File: src/rtl/rca_types.sv
`default_nettype none
// ============================================================================
// Package  : rca_types
// Summary  : Shared constants, sizing helpers and request/config types for the
//            multi-RCA dispatch unit. The struct types describe the default
//            configuration (4 RCAs, 3 source / 2 destination ports, 3-bit id).
//            Modules parametrised away from that default size their storage
//            with the helpers below.
// Revision : 1.0 - initial release
// ============================================================================
package rca_types;

    localparam int RCA_REG_ADDR_W   = 5;

    localparam int RCA_DEF_NUM_RCAS = 4;
    localparam int RCA_DEF_NUM_SRC  = 3;
    localparam int RCA_DEF_NUM_DEST = 2;
    localparam int RCA_DEF_ID_W     = 3;
    localparam int RCA_DEF_SEL_W    = 2;

    // Larger of two sizing values
    function automatic int rca_max(input int a, input int b);
        return (a > b) ? a : b;
    endfunction

    // Index width for n items, never narrower than one bit
    function automatic int rca_idx_w(input int n);
        return (n > 1) ? $clog2(n) : 1;
    endfunction

    typedef struct packed {
        logic [RCA_DEF_ID_W-1:0]  id;
        logic [RCA_DEF_SEL_W-1:0] rca_sel;
    } rca_req_t;

    typedef struct packed {
        logic [RCA_DEF_NUM_RCAS*RCA_DEF_NUM_SRC*RCA_REG_ADDR_W-1:0]  src;
        logic [RCA_DEF_NUM_RCAS*RCA_DEF_NUM_DEST*RCA_REG_ADDR_W-1:0] dest;
    } rca_config_t;

endpackage
`default_nettype wire

File: src/rtl/rca_req_fifo.sv
`default_nettype none
// ============================================================================
// Module   : rca_req_fifo
// Summary  : Small synchronous FIFO holding pending execute requests. Depth
//            must be a power of two so the pointers wrap naturally; an extra
//            count bit distinguishes full from empty. Push while full and pop
//            while empty are ignored.
// Revision : 1.0 - initial release
// ============================================================================
module rca_req_fifo #(
    parameter int DEPTH = 4,
    parameter int WIDTH = 8
) (
    input  logic             clk,
    input  logic             rst,
    input  logic             push,
    input  logic [WIDTH-1:0] push_data,
    input  logic             pop,
    output logic [WIDTH-1:0] pop_data,
    output logic             full,
    output logic             empty
);

    localparam int AW = (DEPTH > 1) ? $clog2(DEPTH) : 1;

    logic [WIDTH-1:0] r_mem [DEPTH];
    logic [AW-1:0]    r_wr_ptr;
    logic [AW-1:0]    r_rd_ptr;
    logic [AW:0]      r_count;
    logic             w_do_push;
    logic             w_do_pop;

    assign full      = (r_count == (AW+1)'(DEPTH));
    assign empty     = (r_count == '0);
    assign w_do_push = push && !full;
    assign w_do_pop  = pop && !empty;
    assign pop_data  = r_mem[r_rd_ptr];

    // Pointer and occupancy bookkeeping
    always_ff @(posedge clk or posedge rst) begin
        if (rst) begin
            r_wr_ptr <= '0;
            r_rd_ptr <= '0;
            r_count  <= '0;
        end else begin
            if (w_do_push) begin
                r_wr_ptr <= r_wr_ptr + 1'b1;
            end
            if (w_do_pop) begin
                r_rd_ptr <= r_rd_ptr + 1'b1;
            end
            case ({w_do_push, w_do_pop})
                2'b10:   r_count <= r_count + 1'b1;
                2'b01:   r_count <= r_count - 1'b1;
                default: r_count <= r_count;
            endcase
        end
    end

    // Storage array, written only on an accepted push
    always_ff @(posedge clk) begin
        if (w_do_push) begin
            r_mem[r_wr_ptr] <= push_data;
        end
    end

endmodule
`default_nettype wire

File: src/rtl/rca_dispatch_unit.sv
`default_nettype none
// ============================================================================
// Module   : rca_dispatch_unit
// Summary  : Owns source/destination register-address configuration for
//            NUM_RCAS accelerators, queues execute requests and dispatches
//            them in order to idle RCAs, and returns one writeback per cycle
//            (config writes first, then the lowest-index finished RCA).
// Options  : RCA_PERF_CNT_EN - adds rca_exec_count, one wrapping 32-bit
//            completion counter per RCA.
// Revision : 1.0 - initial multi-RCA release
// ============================================================================
module rca_dispatch_unit
    import rca_types::*;
#(
    parameter int NUM_RCAS    = 4,
    parameter int NUM_SRC     = 3,
    parameter int NUM_DEST    = 2,
    parameter int QUEUE_DEPTH = 4,
    parameter int ID_W        = 3
) (
    input  logic                                      clk,
    input  logic                                      rst,
    input  logic                                      issue_new_request,
    output logic                                      issue_ready,
    input  logic [ID_W-1:0]                           issue_instruction_id,
    input  logic                                      req_config,
    input  logic [rca_idx_w(NUM_RCAS)-1:0]            req_rca_sel,
    input  logic                                      req_w_src_dest,
    input  logic [rca_idx_w(rca_max(NUM_SRC, NUM_DEST))-1:0] req_w_port_sel,
    input  logic [RCA_REG_ADDR_W-1:0]                 req_w_reg_addr,
    output logic [NUM_RCAS*NUM_SRC*RCA_REG_ADDR_W-1:0]  rca_src_reg_addrs,
    output logic [NUM_RCAS*NUM_DEST*RCA_REG_ADDR_W-1:0] rca_dest_reg_addrs,
    output logic [NUM_RCAS-1:0]                       rca_start,
    output logic [ID_W-1:0]                           rca_start_id,
    input  logic [NUM_RCAS-1:0]                       rca_done,
    output logic                                      wb_done,
    output logic [ID_W-1:0]                           wb_id,
    output logic [31:0]                               wb_rd
`ifdef RCA_PERF_CNT_EN
    ,
    output logic [NUM_RCAS*32-1:0]                    rca_exec_count
`endif
);

    localparam int SEL_W = rca_idx_w(NUM_RCAS);
    localparam int REQ_W = ID_W + SEL_W;
    localparam int N_SRC_REGS  = NUM_RCAS * NUM_SRC;
    localparam int N_DEST_REGS = NUM_RCAS * NUM_DEST;

    // Configuration storage, flattened as [rca][port] with port fastest
    logic [N_SRC_REGS*RCA_REG_ADDR_W-1:0]  r_src_regs;
    logic [N_DEST_REGS*RCA_REG_ADDR_W-1:0] r_dest_regs;
    logic [N_SRC_REGS-1:0]                 w_src_we;
    logic [N_DEST_REGS-1:0]                w_dest_we;

    // Per-RCA tracking
    logic [NUM_RCAS-1:0] r_busy;
    logic [NUM_RCAS-1:0] r_pending;
    logic [ID_W-1:0]     r_busy_id [NUM_RCAS];
    logic                r_cfg_wb;
    logic [ID_W-1:0]     r_cfg_wb_id;

    // Request path
    logic             w_accept;
    logic             w_cfg_accept;
    logic             w_exe_accept;
    logic [REQ_W-1:0] w_fifo_wdata;
    logic [REQ_W-1:0] w_fifo_rdata;
    logic             w_fifo_full;
    logic             w_fifo_empty;
    logic [ID_W-1:0]  w_head_id;
    logic [SEL_W-1:0] w_head_sel;
    logic             w_dispatch;
    logic [NUM_RCAS-1:0] w_start;

    // Writeback arbitration
    logic [NUM_RCAS-1:0] w_grant;
    logic                w_wb_done;
    logic [ID_W-1:0]     w_wb_id;

    assign issue_ready  = !w_fifo_full;
    assign w_accept     = issue_new_request && issue_ready;
    assign w_cfg_accept = w_accept && req_config;
    assign w_exe_accept = w_accept && !req_config;
    assign w_fifo_wdata = {issue_instruction_id, req_rca_sel};
    assign w_head_id    = w_fifo_rdata[REQ_W-1:SEL_W];
    assign w_head_sel   = w_fifo_rdata[SEL_W-1:0];

    rca_req_fifo #(
        .DEPTH (QUEUE_DEPTH),
        .WIDTH (REQ_W)
    ) u_req_fifo (
        .clk       (clk),
        .rst       (rst),
        .push      (w_exe_accept),
        .push_data (w_fifo_wdata),
        .pop       (w_dispatch),
        .pop_data  (w_fifo_rdata),
        .full      (w_fifo_full),
        .empty     (w_fifo_empty)
    );

    // Decode a config write into a one-hot register enable; bad indices write nothing
    always_comb begin
        w_src_we  = '0;
        w_dest_we = '0;
        if (w_cfg_accept && (int'(req_rca_sel) < NUM_RCAS)) begin
            if (!req_w_src_dest) begin
                if (int'(req_w_port_sel) < NUM_SRC) begin
                    w_src_we[int'(req_rca_sel)*NUM_SRC + int'(req_w_port_sel)] = 1'b1;
                end
            end else begin
                if (int'(req_w_port_sel) < NUM_DEST) begin
                    w_dest_we[int'(req_rca_sel)*NUM_DEST + int'(req_w_port_sel)] = 1'b1;
                end
            end
        end
    end

    // Config register file
    always_ff @(posedge clk or posedge rst) begin
        if (rst) begin
            r_src_regs  <= '0;
            r_dest_regs <= '0;
        end else begin
            for (int k = 0; k < N_SRC_REGS; k++) begin
                if (w_src_we[k]) begin
                    r_src_regs[k*RCA_REG_ADDR_W +: RCA_REG_ADDR_W] <= req_w_reg_addr;
                end
            end
            for (int k = 0; k < N_DEST_REGS; k++) begin
                if (w_dest_we[k]) begin
                    r_dest_regs[k*RCA_REG_ADDR_W +: RCA_REG_ADDR_W] <= req_w_reg_addr;
                end
            end
        end
    end

    // In-order dispatch: only the FIFO head may start, and only onto an idle RCA
    always_comb begin
        w_start    = '0;
        w_dispatch = !w_fifo_empty && !r_busy[w_head_sel];
        if (w_dispatch) begin
            w_start[w_head_sel] = 1'b1;
        end
    end

    // Writeback arbiter: pending config write wins, then lowest finished RCA
    always_comb begin
        w_grant   = '0;
        w_wb_done = 1'b0;
        w_wb_id   = '0;
        if (r_cfg_wb) begin
            w_wb_done = 1'b1;
            w_wb_id   = r_cfg_wb_id;
        end else begin
            for (int i = 0; i < NUM_RCAS; i++) begin
                if (r_pending[i] && !w_wb_done) begin
                    w_grant[i] = 1'b1;
                    w_wb_done  = 1'b1;
                    w_wb_id    = r_busy_id[i];
                end
            end
        end
    end

    // Config writeback flag: a new config always replaces the one just written back
    always_ff @(posedge clk or posedge rst) begin
        if (rst) begin
            r_cfg_wb    <= 1'b0;
            r_cfg_wb_id <= '0;
        end else begin
            r_cfg_wb <= w_cfg_accept;
            if (w_cfg_accept) begin
                r_cfg_wb_id <= issue_instruction_id;
            end
        end
    end

    // Busy/pending tracking; a done pulse only counts against a busy, not-yet-pending RCA
    always_ff @(posedge clk or posedge rst) begin
        if (rst) begin
            r_busy    <= '0;
            r_pending <= '0;
            for (int i = 0; i < NUM_RCAS; i++) begin
                r_busy_id[i] <= '0;
            end
        end else begin
            for (int i = 0; i < NUM_RCAS; i++) begin
                if (w_start[i]) begin
                    r_busy[i]    <= 1'b1;
                    r_busy_id[i] <= w_head_id;
                end else if (w_grant[i]) begin
                    r_busy[i]    <= 1'b0;
                end
                if (w_grant[i]) begin
                    r_pending[i] <= 1'b0;
                end else if (rca_done[i] && r_busy[i]) begin
                    r_pending[i] <= 1'b1;
                end
            end
        end
    end

    assign rca_src_reg_addrs  = r_src_regs;
    assign rca_dest_reg_addrs = r_dest_regs;
    assign rca_start          = w_start;
    assign rca_start_id       = w_dispatch ? w_head_id : '0;
    assign wb_done            = w_wb_done;
    assign wb_id              = w_wb_id;
    assign wb_rd              = '0;

`ifdef RCA_PERF_CNT_EN
    generate
        for (genvar g = 0; g < NUM_RCAS; g++) begin : g_perf_cnt
            logic [31:0] r_exec_cnt;

            // Count RCA writebacks, wrapping at 2^32
            always_ff @(posedge clk or posedge rst) begin
                if (rst) begin
                    r_exec_cnt <= '0;
                end else if (w_grant[g]) begin
                    r_exec_cnt <= r_exec_cnt + 32'd1;
                end
            end

            assign rca_exec_count[g*32 +: 32] = r_exec_cnt;
        end
    endgenerate
`else
    // Completion counters are not built in this configuration.
`endif

endmodule
`default_nettype wire

File: config.mk
export PLATFORM = sky130hd
export DESIGN_NAME = rca_dispatch_unit
export DESIGN_NICKNAME = d
export VERILOG_FILES = /design/src/rtl/rca_types.sv /design/src/rtl/rca_req_fifo.sv /design/src/rtl/rca_dispatch_unit.sv
export SDC_FILE = /design/constraint.sdc
export NUM_CORES = 1
export LEC_CHECK = 0
export CORE_MARGIN = 2
export CORE_UTILIZATION = 50
export CTS_CLUSTER_DIAMETER = 30
export DETAILED_ROUTE_END_ITERATION = 8
export PLACE_DENSITY = 0.92
export REMOVE_ABC_BUFFERS = 1
export SETUP_SLACK_MARGIN = 0.4
export SLEW_MARGIN = 10
export SYNTH_ARGS = -nofsm -noshare
export SYNTH_HDL_FRONTEND = slang
export SYNTH_SLANG_ARGS = --single-unit
export TNS_END_PERCENT = 1
File: constraint.sdc
create_clock -name clk -period 6.2 [get_ports clk]
set_clock_uncertainty 0.05 [all_clocks]
set_input_delay 1.24 -clock clk [delete_from_list [all_inputs] [get_ports clk]]
set_output_delay 1.24 -clock clk [all_outputs]
set_load 0.01 [all_outputs]
Yosys cells after proc, flatten, opt, wreduce, memory -nomap -nowiden
Memory sizes are Yosys's and may differ from the RTL's. Index checks and enable logic that the tools add are counted.

Equality and inequality tests: 3. Reduce and logical (&&, ||, !) cells: 33. Muxes and demuxes: 52. Multipliers: 1. Add/subtract/negate cells: 6. $lt $le $gt $ge: 8.

Operators by type and width (number): 2-to-1 mux 12 bit (3); 2-to-1 mux 1 bit (33); 2-to-1 mux 8 bit (3); 2-to-1 mux 3 bit (6); nonzero test 2 bit (9); logical AND 1 bit (16); 2-to-1 mux 4 bit (2); zero test 1 bit (7); case mux 3 bit (2 select lines) (1); adder 4 x 2 -> 5 bit (1); greater-or-equal comparator 5 x 1 -> 1 bit (second input constant) (1); < comparator 5 bit (second input constant) (1); adder 2 x 1 -> 2 bit (second input constant) (2); adder 3 x 2 -> 4 bit (1); demux 1 bit (select 4 bit) (1); greater-or-equal comparator 4 x 1 -> 1 bit (second input constant) (1); < comparator 2 bit (second input constant) (2); < comparator 4 bit (second input constant) (1); multiplier 2 x 2 -> 4 bit (second input constant) (1); adder 3 x 1 -> 3 bit (second input constant) (1); demux 1 bit (select 3 bit) (1); == test 3 bit (second input constant) (1); zero test 3 bit (1); < comparator 2 x 3 -> 1 bit (second input constant) (1); other kinds (6) (6).

Memories: 1. Logic and storage cells: 141. Input bits: 21. Bits in registers: 131. RAM bits: 20.

Memory list: u_req_fifo.r_mem (depth 4, bits a word 5, read ports 1, clocked after Yosys merged registers in 0, wr ports 1, RTL line rca_req_fifo.sv:26) `logic [WIDTH-1:0] r_mem [DEPTH];`.

Logic depth before layout (Yosys ltp)
Word-level depth: 16. Depth in mapped cells: 11. Mapped depth without buffers: 10.

By module
A second synthesis with hierarchy kept.

Cells, all modules: 461. Area total of the unflattened synthesis: 6695.2 um2.

Modules (own cells, without submodules): rca_dispatch_unit (area each 5526.6 um2, seq. area each 3103.0 um2, cells each 396, instances 1); rca_req_fifo (area each 1168.6 um2, seq. area each 775.7 um2, cells each 65, instances 1).

Least setup slack after synthesis
Ideal clock, no wire load.

Path kind: in2reg. From: input port req_rca_sel[0]. To: register r_src_regs[35] (netlist: rca_src_reg_addrs[35]). Required time: 6025 ps. Library setup time: 125 ps. Data arrival time: 3544 ps. Stages: 9. Slack: 2482 ps. Cell sequence: fa_1 -> ha_1 -> inv_1 -> fa_1 -> nand2b_1 -> nor4_1 -> and3_1 -> buf_2 -> mux2_2.

Cells in the longest elaborated chain, start to end: 9.

Ends and longest elaborated chain: from (decl) (RTL line rca_dispatch_unit.sv:27) `input logic [rca_idx_w(NUM_RCAS)-1:0] req_rca_sel,`; multiplier 2 x 2 -> 4 bit * (RTL line rca_dispatch_unit.sv:110) `w_src_we[int'(req_rca_sel)*NUM_SRC + int'(req_w_port_sel)] = 1'b1;`; adder 4 x 2 -> 5 bit * (RTL line rca_dispatch_unit.sv:110); greater-or-equal comparator 5 x 1 -> 1 bit (not written as such) / < comparator 5 bit (equally long branches) (RTL line rca_dispatch_unit.sv:110); logical AND 1 bit (not written as such) (RTL line rca_dispatch_unit.sv:110); 2-to-1 mux 1 bit (not written as such) (RTL line rca_dispatch_unit.sv:110); demux 1 bit (select 4 bit) * (RTL line rca_dispatch_unit.sv:110); 2-to-1 mux 12 bit * (RTL line rca_dispatch_unit.sv:109) `if (int'(req_w_port_sel) < NUM_SRC) begin`; 2-to-1 mux 12 bit * (RTL line rca_dispatch_unit.sv:108) `if (!req_w_src_dest) begin`; 2-to-1 mux 12 bit * (RTL line rca_dispatch_unit.sv:107) `if (w_cfg_accept && (int'(req_rca_sel) < NUM_RCAS)) begin`; to (signal, indexed assignment) (RTL line rca_dispatch_unit.sv:128) `r_src_regs[k*RCA_REG_ADDR_W +: RCA_REG_ADDR_W] <= req_w_reg_addr;`; to (decl) (RTL line rca_dispatch_unit.sv:51) `logic [N_SRC_REGS*RCA_REG_ADDR_W-1:0] r_src_regs;`.

Mark *: on every way between the ends. The rest lies on a longest branch, timed or not. A chain may end at the register's enable or synchronous reset.

Worst setup path in the final report
From: input port req_rca_sel[0]. To: register r_src_regs[18] (netlist: rca_src_reg_addrs[18]).

The elaborated chain is that of the path after synthesis.

==> results.yml <==
run_status:
  status: "finished clean"
synth:
  synth_compound_area_share_pct: 2.98
  synthAdderAreaFrac_pct: 2.57
  synth-seq-cells: 151
  synth_mux_area_share_pct: 23.2
  synth-edff-count: 20
  synth_xor_xnor_area_share_pct: 0.652
  synth_top_family_by_area: "multiplexers"
  syn_inst: 479
  ys.flop_type: "dfrtp_1"
  synth_area_per_cell_sq_um: 14.0
  yosysSeqAreaShare_pct: 57.8
  ys_types: 47
  async_reset_ff_share_pct: 86.8
  yosys_warnings: 0
  syn_area_sq_mm: 0.00671
  synth-simple-area-share_pct: 6.69
floorplan:
  start_util_pct: 50.9
  fp.dieH_um: 120
  die_w_um: 120
  floorplan.die_area_sq_mm: 0.0144
  row_count: 42
  core-area_sq_mm: 0.0132
  io_pins: 165
place:
  dpl.cell_count: 765
  place_ws_ns: 1.61
  dpl_cell_area_sq_mm: 0.00803
  io_buffers: 132
  hpwlAfterDp_um: 10800
  gp_congestion: 0.912
cts:
  post_cts_buffers: 0
  clockBufferDepth: 2
  clock_sink_count: 151
  clk_pin_slew_ns: 0.06
  cts_tree: "yes"
  cts_made_buffers: 17
  ctsHoldBuffers: 0
  h-tree-depth: 4
  cts-root-buf: "clkbuf_16"
  cts_resized: 0
  clk_latency_ns: 0.42
global_route:
  antenna_found_initial: 0
  grt_max_degree: 83
  grt_usage_pct: 23.0
  grt_pass1_vias: 4570
  grt_pass1_wl_um: 24800
  grt_overflow: 0
sta:
  worstMarginPinSlew_ns: 1.02
  finalMaxSlewViolations: 0
  maxSlewHeadroom_pct: 31.8
  rsz0062_at_grt: "false"
  hold_viol_final: 0
  tns_ns: 0
  setup_viol: 0
  clock.fmax_ghz: 0.238
  finalCritPeriodShare_pct: 67.8
  fin_crit_ns: 4.20
  setup_slack_ns: 2.00
pwr:
  power_mw: 3.75
  irDropWorstVdd_v: 0.000249
  p_leak_nw: 3.87
  p_per_area_mw_per_mm2: 438
setup_path:
  required_ns: 6.45
  critPathKind: "in2reg"
  crit_path_end_kind: "register"
  critPathMaxFanout: 7
  critPathArrivalTime_ns: 4.46
  start_kind: "input port"
drt:
  vias_per_cell: 5.37
  dr.pass1.iters: 4
  avgRoutedWirePerCell_um: 19.6
  ant_nets: 0
  num_vias: 4261
  wl_um: 15600
  remaining_drc_errors: 0
  drt_iter0_markers: 354
layout:
  layout_commonest_cell: "clkdlybuf4s50_1"
  syn_to_final_growth_pct: 27.4
  postLayoutCellArea_sq_mm: 0.00855
  nNetsFinal: 641
  diodes: 0
  layoutNonFillerInstCount: 794
  drive_gt1_share_pct: 25.2
  mostFrequentLayoutCells: "clkdlybuf4s50_1 (132), dfrtp_1 (131), mux2_2 (113)"
hold_path:
  hold_class: "reg2reg"
flow_run:
  cap_violations: 0
## per-layer routing
layer  wire (um)  GRT usage, %  share of wire (%)  vias up
li1            -             -                  -     1893
met1        5930          26.7                 38     2160
met2        7750          37.9                 50      176
met3        1550          9.98                 10       32
met4         327          8.24                2.1        0
met5           0             0                  0        -
## per-stage QoR
step,hold slack [ns],util (%)
finish,0.449,64.8
global route,0.465,64.8
CTS,0.452,64.8
detailed placement,0.442,60.9
global placement,0.438,60.9
floorplan,0.419,-
## registers in the layout, indices dropped and copies added, names as in the netlist, 3 cells and up
register and count:
rca_src_reg_addrs 60, r_cfg_wb_id 3, r_pending 4, r_busy_id 12
rca_dest_reg_addrs 40, u_req_fifo.r_count 3, r_busy 4, u_req_fifo.r_mem 20
## power breakdown
| part | leakage (nW) | switching (mW) | internal, mW |
|---|---|---|---|
| registers | 1.90 | 0.215 | 1.27 |
| clock network | 0.267 | 0.385 | 0.534 |
| logic | 1.71 | 0.604 | 0.734 |
## Yosys cell counts, types with 5 or more instances
library cell / count / area [sq um]
mux2i_1: 8 / 80.1
edfxtp_1: 20 / 601
clkbuf_1: 14 / 52.6
nor2_1: 11 / 41.3
nand2_1: 24 / 90.1
o21ai_0: 13 / 65.1
ha_1: 9 / 113
inv_1: 17 / 63.8
mux2_2: 113 / 1270
buf_4: 33 / 248
dfrtp_1: 131 / 3280
and3_1: 5 / 31.3
## worst paths after layout
check | startpoint | slack (ns) | cells after the start | to
setup / recovery | req_rca_sel[0] | 2.00 | 9 | rca_src_reg_addrs[18]
hold / removal | u_req_fifo.r_count[2] | 0.45 | 1 | u_req_fifo.r_count[2]
setup reg to reg | u_req_fifo.r_rd_ptr[1] | 2.95 | 10 | u_req_fifo.r_count[2]
hold reg to reg | u_req_fifo.r_count[2] | 0.45 | 1 | u_req_fifo.r_count[2]
max in group asynchronous | rst | 3.50 | 3 | rca_src_reg_addrs[22]
min in group asynchronous | rst | 1.36 | 2 | u_req_fifo.r_rd_ptr[0]
## area by class of cell
cell class	instances	area [sq um]
inverter	17	66.3
sequential	151	3880
clock buffer	20	468
tap	176	220
clock inverter	9	51.3
multi-input combinational	288	2540
timing repair buffer	133	1330
fill	941	4640
## logic make-up (layout without fill, tap and decap cells)
family                   Yosys count  in the layout
flip-flops                       151            151
multiplexers                     131            131
AND/OR/NAND/NOR                   76             76
buffers and inverters             71            179
AO/OA/AOI/OAI                     32             32
adder cells (fa/ha/maj)           12             12
XOR/XNOR                           5              5
other                              1             32
## worst max-delay path: stages
cell             delay [ns]
clkdlybuf4s50_1        0.56
fa_1                   0.61
ha_1                   0.15
inv_1                  0.05
fa_1                   0.53
nand2_1                0.06
nor4_1                 0.49
and3_1                 0.38
mux2_2                 0.38
No activity file was read; power rests on OpenSTA's default activity.
